`src/rtl/nw_job_scheduler.sv`:
```
// nw_job_scheduler: round-robin front end for the Needleman-Wunsch grid.
// Grants one requester at a time, hands its string pair to the grid, waits
// for completion or a timeout, and returns the score and owner ID on a
// valid/ready result port. Only one job is in flight at any time.
module nw_job_scheduler #(
    parameter int LENGTH  = 10,
    parameter int CWIDTH  = 2,
    parameter int SWIDTH  = 16,
    parameter int NREQ    = 2,
    parameter int IDW     = 1,
    parameter int TWIDTH  = 12,
    parameter int TIMEOUT = 4000
) (
    input  logic                            clk,
    input  logic                            reset,
    input  logic [NREQ-1:0]                 req_valid,
    output logic [NREQ-1:0]                 req_ready,
    input  logic [NREQ*LENGTH*CWIDTH-1:0]   req_s1,
    input  logic [NREQ*LENGTH*CWIDTH-1:0]   req_s2,
    output logic [LENGTH*CWIDTH-1:0]        grid_s1,
    output logic [LENGTH*CWIDTH-1:0]        grid_s2,
    output logic                            grid_start,
    input  logic                            grid_valid,
    input  logic signed [SWIDTH-1:0]        grid_score,
    output logic                            res_valid,
    input  logic                            res_ready,
    output logic signed [SWIDTH-1:0]        res_score,
    output logic [IDW-1:0]                  res_id,
    output logic                            res_timeout,
    output logic                            busy
);

    localparam int SLW = LENGTH * CWIDTH;
    localparam logic [TWIDTH-1:0] TIMER_LAST = TWIDTH'(TIMEOUT - 1);
    localparam logic [TWIDTH-1:0] TIMER_MAX  = {TWIDTH{1'b1}};

    typedef enum logic [1:0] {
        S_IDLE,
        S_START,
        S_WAIT,
        S_DONE
    } state_t;

    state_t            state;
    state_t            state_nxt;
    logic [IDW-1:0]    rr_ptr;
    logic [IDW-1:0]    grant_idx;
    logic              grant_found;
    logic [TWIDTH-1:0] timer;

    // Requester index base+k, wrapped modulo NREQ (NREQ need not be a power of two).
    function automatic logic [IDW-1:0] wrap_idx(input logic [IDW-1:0] base, input int k);
        int s;
        s = int'(base) + k;
        if (s >= NREQ) s = s - NREQ;
        return IDW'(s);
    endfunction

    // Round-robin scan: first valid requester at or after rr_ptr.
    always_comb begin
        // NOTE: every variable written here gets a default first so no latch is inferred.
        grant_found = 1'b0;
        grant_idx   = '0;
        for (int k = 0; k < NREQ; k++) begin
            if (!grant_found && req_valid[wrap_idx(rr_ptr, k)]) begin
                grant_found = 1'b1;
                grant_idx   = wrap_idx(rr_ptr, k);
            end
        end
    end

    // State register.
    always_ff @(posedge clk or negedge reset) begin
        // NOTE: sequential state uses non-blocking assignments so all flops update together.
        if (!reset) state <= S_IDLE;
        else        state <= state_nxt;
    end

    // Next-state logic; a grid_valid outside WAIT has no effect.
    always_comb begin
        state_nxt = state;
        case (state)
            S_IDLE:  if (grant_found) state_nxt = S_START;
            S_START: state_nxt = S_WAIT;
            S_WAIT:  if (grid_valid || timer == TIMER_LAST) state_nxt = S_DONE;
            S_DONE:  if (res_ready) state_nxt = S_IDLE;
            default: state_nxt = S_IDLE;
        endcase
    end

    // Moore outputs plus the combinational grant; no grant while reset is held.
    always_comb begin
        req_ready  = '0;
        if (state == S_IDLE && grant_found && reset) req_ready[grant_idx] = 1'b1;
        grid_start = (state == S_START);
        res_valid  = (state == S_DONE);
        busy       = (state != S_IDLE);
    end

    // Job datapath: latch strings and owner on grant, run the timer, capture the result.
    always_ff @(posedge clk or negedge reset) begin
        if (!reset) begin
            grid_s1     <= '0;
            grid_s2     <= '0;
            res_id      <= '0;
            rr_ptr      <= '0;
            timer       <= '0;
            res_score   <= '0;
            res_timeout <= 1'b0;
        end else begin
            case (state)
                S_IDLE: begin
                    if (grant_found) begin
                        grid_s1 <= req_s1[grant_idx*SLW +: SLW];
                        grid_s2 <= req_s2[grant_idx*SLW +: SLW];
                        res_id  <= grant_idx;
                        rr_ptr  <= wrap_idx(grant_idx, 1);
                    end
                end
                S_START: timer <= '0;
                S_WAIT: begin
                    // grid_valid takes priority over an expiring timer.
                    if (grid_valid) begin
                        res_score   <= grid_score;
                        res_timeout <= 1'b0;
                    end else if (timer == TIMER_LAST) begin
                        res_score   <= '0;
                        res_timeout <= 1'b1;
                    end else if (timer != TIMER_MAX) begin
                        timer <= timer + 1'b1;
                    end
                end
                default: ;
            endcase
        end
    end

endmodule

```
`config.mk`:
```
export PLATFORM = sky130hd
export DESIGN_NAME = nw_job_scheduler
export DESIGN_NICKNAME = d
export VERILOG_FILES = /design/src/rtl/nw_job_scheduler.sv
export SDC_FILE = /design/constraint.sdc
export NUM_CORES = 1
export LEC_CHECK = 0
export BUFFER_PORTS_ARGS = -buffer_cell sky130_fd_sc_hd__buf_2
export CAP_MARGIN = 20
export CORE_ASPECT_RATIO = 0.75
export CORE_MARGIN = 2
export CORE_UTILIZATION = 49
export DETAILED_ROUTE_END_ITERATION = 12
export HOLD_SLACK_MARGIN = 0.06
export PLACE_DENSITY = 0.92
export SETUP_SLACK_MARGIN = 0.4
export SLEW_MARGIN = 40
export SYNTH_ARGS = -nofsm -noshare
export SYNTH_HDL_FRONTEND = slang
export SYNTH_SLANG_ARGS = --single-unit
```
`constraint.sdc`:
```
create_clock -name clk -period 5.4 [get_ports clk]
set_clock_uncertainty 0.1 [all_clocks]
set_input_delay 1.08 -clock clk [delete_from_list [all_inputs] [get_ports clk]]
set_output_delay 1.08 -clock clk [all_outputs]
set_load 0.02 [all_outputs]
```
### Yosys cells after proc, flatten, opt, wreduce, memory -nomap -nowiden

Index checks and enable logic that the tools add are counted.

| storage, ports and cells | value |
|---|---|
| register bits | 73 |
| bits in latches | 0 |
| RAM bits | 0 |
| bits in read-only memories | 0 |
| bits of input ports | 102 |
| output and inout port bits | 63 |
| word-level logic and storage cells | 75 |
| memories | 0 |

| cells by class | value |
|---|---|
| add/sub/neg operators | 6 |
| multipliers | 1 |
| div/mod/pow operators | 0 |
| magnitude comparators | 7 |
| equal/unequal tests | 11 |
| shift-type cells | 2 |
| multiplexer cells | 26 |
| bitwise gates (word level) | 0 |
| reductions and logical operators | 14 |

Operators by type and width:

| kind | count |
|---|---|
| 40-bit by 7-bit variable part select with 20-bit output | 2 |
| 12-bit 2-to-1 mux | 3 |
| 16-bit 2-to-1 mux | 2 |
| 12-bit case mux with 2 select lines | 1 |
| 1-bit 2-to-1 mux | 14 |
| 12-bit by 1-bit adder with 12-bit output, second input constant | 1 |
| 12-bit equality test, second input constant | 1 |
| 12-bit inequality test, second input constant | 1 |
| 2-bit inequality test, second input constant | 5 |
| 2-bit 2-to-1 mux | 4 |
| 2-bit case mux with 4 select lines | 1 |
| 1-bit by 2-bit less-than comparator with 1-bit output, second input constant | 3 |
| 2-bit nonzero test | 3 |
| 1-bit by 1-bit adder with 2-bit output, second input constant | 2 |
| 2-bit equality test, second input constant | 2 |
| 2-bit greater-or-equal comparator, second input constant | 2 |
| 1-bit logical AND | 4 |
| 1-bit by 3-bit multiplier with 4-bit output, second input constant | 1 |
| 2-bit AND reduction | 2 |
| 4-bit AND reduction | 1 |
| 3-bit AND reduction | 1 |
| 1-bit subtractor, second input constant | 3 |
| 2-bit by 1-bit equality test with 1-bit output, second input constant | 1 |
| 1-bit by 2-bit greater-or-equal comparator with 1-bit output, second input constant | 1 |
| 6 further kinds | 6 |

### Longest topological paths before layout

| logic depth | value |
|---|---|
| depth in word-level cells | 13 |
| gate-level depth with buffers | 7 |
| mapped depth without buffers | 6 |

### Worst setup path before layout

OpenSTA, ideal clock, no wires.

| path | value |
|---|---|
| path type | input -> output |
| start point | input req_valid[1] |
| end point | output req_ready[1] |
| arrival time | 1,950 ps |
| required time | 4,220 ps |
| setup slack | 2,270 ps |
| cell stages on the path | 4 |
| path buffers | 1 |
| path through | nand2_1 a21oi_1 clkbuf_1 and2_1 |

| between the ends | value |
|---|---|
| word-level cells in the longest chain between the ends | 11 |
| elaborated cells on any way between the ends | 18 |
| those cells by class | order compare (2); mux (11); reduce/logical (5) |

Ends and longest elaborated chain:

| what | line | RTL |
|---|---|---|
| from (decl) | 16 | `input logic [NREQ-1:0] req_valid,` |
| 1-bit 2-to-1 mux (not written as such) (2 in series) | 65 | `if (!grant_found && req_valid[wrap_idx(rr_ptr, k)]) begin` |
| 1-bit 2-to-1 mux | 65 |  |
| 1-bit logical NOT | 65 |  |
| 1-bit logical AND | 65 |  |
| 1-bit 2-to-1 mux | 65 |  |
| 1-bit by 2-bit less-than comparator with 1-bit output (not written as such) or 1-bit greater-or-equal comparator (tied branches) | 94 | `if (state == S_IDLE && grant_found && reset) req_ready[grant_idx] = 1'b1;` |
| 1-bit logical AND (not written as such) | 94 |  |
| 1-bit 2-to-1 mux (not written as such) | 94 |  |
| 1-bit demux with 1-bit select | 94 |  |
| 2-bit 2-to-1 mux * | 94 |  |
| to (decl) | 17 | `output logic [NREQ-1:0] req_ready,` |

Mark *: on every way between the ends. The rest lies on a longest branch, timed or not. The select of a mux whose other input is x is not followed.

### Final worst setup path

Same ends and word-level chain as after synthesis.

==> reports/results.txt <==
outcome = finished clean
P per Cell Area = 578 nW/um^2
CP Class = in2out
# IOs = 165
DRT antenna net count = 0
clk root buf = clkbuf_8
Worst Setup Start Kind = input pin
IO buf count = 164
buffer count from post-CTS setup fixing = 0
Worst Hold Class = reg2reg
Site Rows = 25
Seq/Total Area, Yosys = 0.564
Die H = 74.4 um
Commonest cells post-synth = dfrtp_1 (73), inv_1 (46), a222oi_1 (40), a22o_1 (16), clkbuf_1 (14)
RePlAce Congestion = 0.845
Synth Instances = 276
max cap viols = 0
ys flop type = dfrtp_1
Cell variety after synth = 42
post-layout util = 0.684
H-tree levels = 3
Slew @ Worst Pin = 0.700 ns
worst reg-to-reg path cell count = 6
Critical Path End Type = primary output
Max stage delay on crit path = 0.37 ns
most common cell in the netlist = dfrtp_1
share of cells above drive strength 1 = 0.448
Yosys Warn Count = 0
Total Power = 2.51 mW
Yosys top cell by area = dfrtp_1
Syn Area/Cell = 11.7 um^2
final count of hold timing violations = 0
Clk Latency, worst-skew pair = 0.34 ns
pin count of the biggest net entering global routing = 76
CP Launch Point = req_valid[1]
initial antenna violation count = 0
Initial DRT Pass Iterations = 5
CTS tree = built
largest cells by area after synthesis = dfrtp_1 (56%), a222oi_1 (12%), inv_1 (5.3%), a22o_1 (4.3%), ha_1 (2.3%)
reg-to-reg critical path endpoint = timer[8]
reg2reg start = state[0]
drt wl/cell = 16.1 um
CTS Sinks = 73
Worst Path Max Fanout = 42
clock slew at reported path FFs = 0.07 ns
via count = 2966
unrepaired setup endpoints after global routing = no
number of hold buffers added after cts = 0
hpwl dp = 6240 um
global-route wire length before repair = 13000 um
Lkg Pwr = 2.45 nW
Setup-failing EPs final = 0
setup tns final = 0 ns
Slew Viols, Final = 0
Starting Density = 0.510
full die area = 7280 um^2
All-Layer GR Usage = 0.228
hold-critical path depth = 1
Slew HR = 0.533
final period utilization = 0.619
number of synthesized register bits = 73
Tmin final = 3.34 ns
post-CTS sizing = 0
CTS buffer count = 9
FF-to-FF setup slack = 2.93 ns
Synth Net Count = 384
CP max-delay cell = buf_4
DRT iter0 DRCs = 322
aggregate routed wire length = 8410 um
core area = 6350 um^2
Overflow after GRT = 0
Synth async-reset ratio = 1.00
NumNets Final = 544
Setup crit end = req_ready[1]
antenna cells = 0
Fmax = 299 MHz
crit path cell chain = buf_2 > nand2_1 > a21oi_4 > buf_4 > and2_1 > buf_2
Layout area overhead = 34.1%
CP dominant cell by count = buf_2
Peak VDD IR = 369 uV
vias in the first global route = 2754
Die X = 97.9 um
CTS max path bufs = 2
crit path DAT = 2.16 ns
Design Area, Final = 4340 um^2
DRC errors left = 0
vias per inst = 5.69
share of the synthesized area in the top cell type = 0.564
synthesized area = 3240 um^2
critical path data required time = 4.22 ns
Post-synth EDFFs = 0
placed cell area = 4130 um^2
worst max-delay path: cells and delay by family:
family                 cells  cell delay (ns)
AND/OR/NAND/NOR            2             0.28
buffers and inverters      3             0.68
AO/OA/AOI/OAI              1             0.11
final cells by class:
class,instances,area [um^2]
fill,480,2010
sequential,73,1830
multi-input combinational,139,1180
timing repair buffer,167,850
inverter,46,173
clock buffer,9,124
tap,81,101
clock inverter,6,91.3
cells by family after synthesis:
kind of cell	Yosys count	share of synthesized area
adders and majority gates	6	0.0232
buffers and inverters	64	0.0816
muxes	4	0.0131
and+or+nand+nor	42	0.0812
DFF	73	0.564
xor gates and xnor gates	1	0.00271
AOI/OAI and AO/OA	86	0.234
metal layers:
layer	global-route usage	routed length (um)	vias to the layer above
li1	-	-	1368
met1	0.278	3380	1424
met4	0.0849	195	0
met3	0.0818	703	18
met2	0.383	4140	156
met5	0	0	-
flip-flops by register name (all words and copies together) (netlist names):
name / count
res_timeout: 1
state: 2
res_score: 16
rr_ptr: 1
timer: 12
res_id: 1
grid_s2: 20
grid_s1: 20
stage by stage:
stage	setup slack, ns	instances	hold slack (ns)
after floorplan	2.27	276	0.350
after global placement	2.01	506	0.360
after detailed placement	2.08	506	0.378
after CTS	2.07	521	0.389
after global routing	1.97	521	0.405
final	2.06	521	0.388
worst min path at each step:
stage / from / to / slack (ns)
after floorplan: timer[11] / timer[11] / 0.35
after global placement: res_id / res_id / 0.36
after detailed placement: timer[11] / timer[11] / 0.38
after CTS: timer[11] / timer[11] / 0.39
after global routing: timer[11] / timer[11] / 0.40
final: timer[11] / timer[11] / 0.39
power breakdown:
| group | leakage, nW | internal (mW) | switching, mW |
|---|---|---|---|
| registers | 0.927 | 0.772 | 0.146 |
| clock network | 0.110 | 0.261 | 0.200 |
| logic | 1.41 | 0.444 | 0.688 |
| total | 2.45 | 1.48 | 1.03 |
cells in the final DEF (no fill, tap or decap), drive strengths merged, types with 3 or more instances in the layout:
master / count
nor2: 3
a31oi: 5
o21ai: 6
buf: 167
and2: 3
nor4: 3
dfrtp: 73
a22o: 17
nor3: 3
a222oi: 40
ha: 6
clkbuf: 9
nand2: 9
nand2b: 3
a21oi: 6
a21o: 3
nand4: 4
and3: 3
a211o: 3
inv: 48
nand3: 3
(Power assumes the default switching activity.)
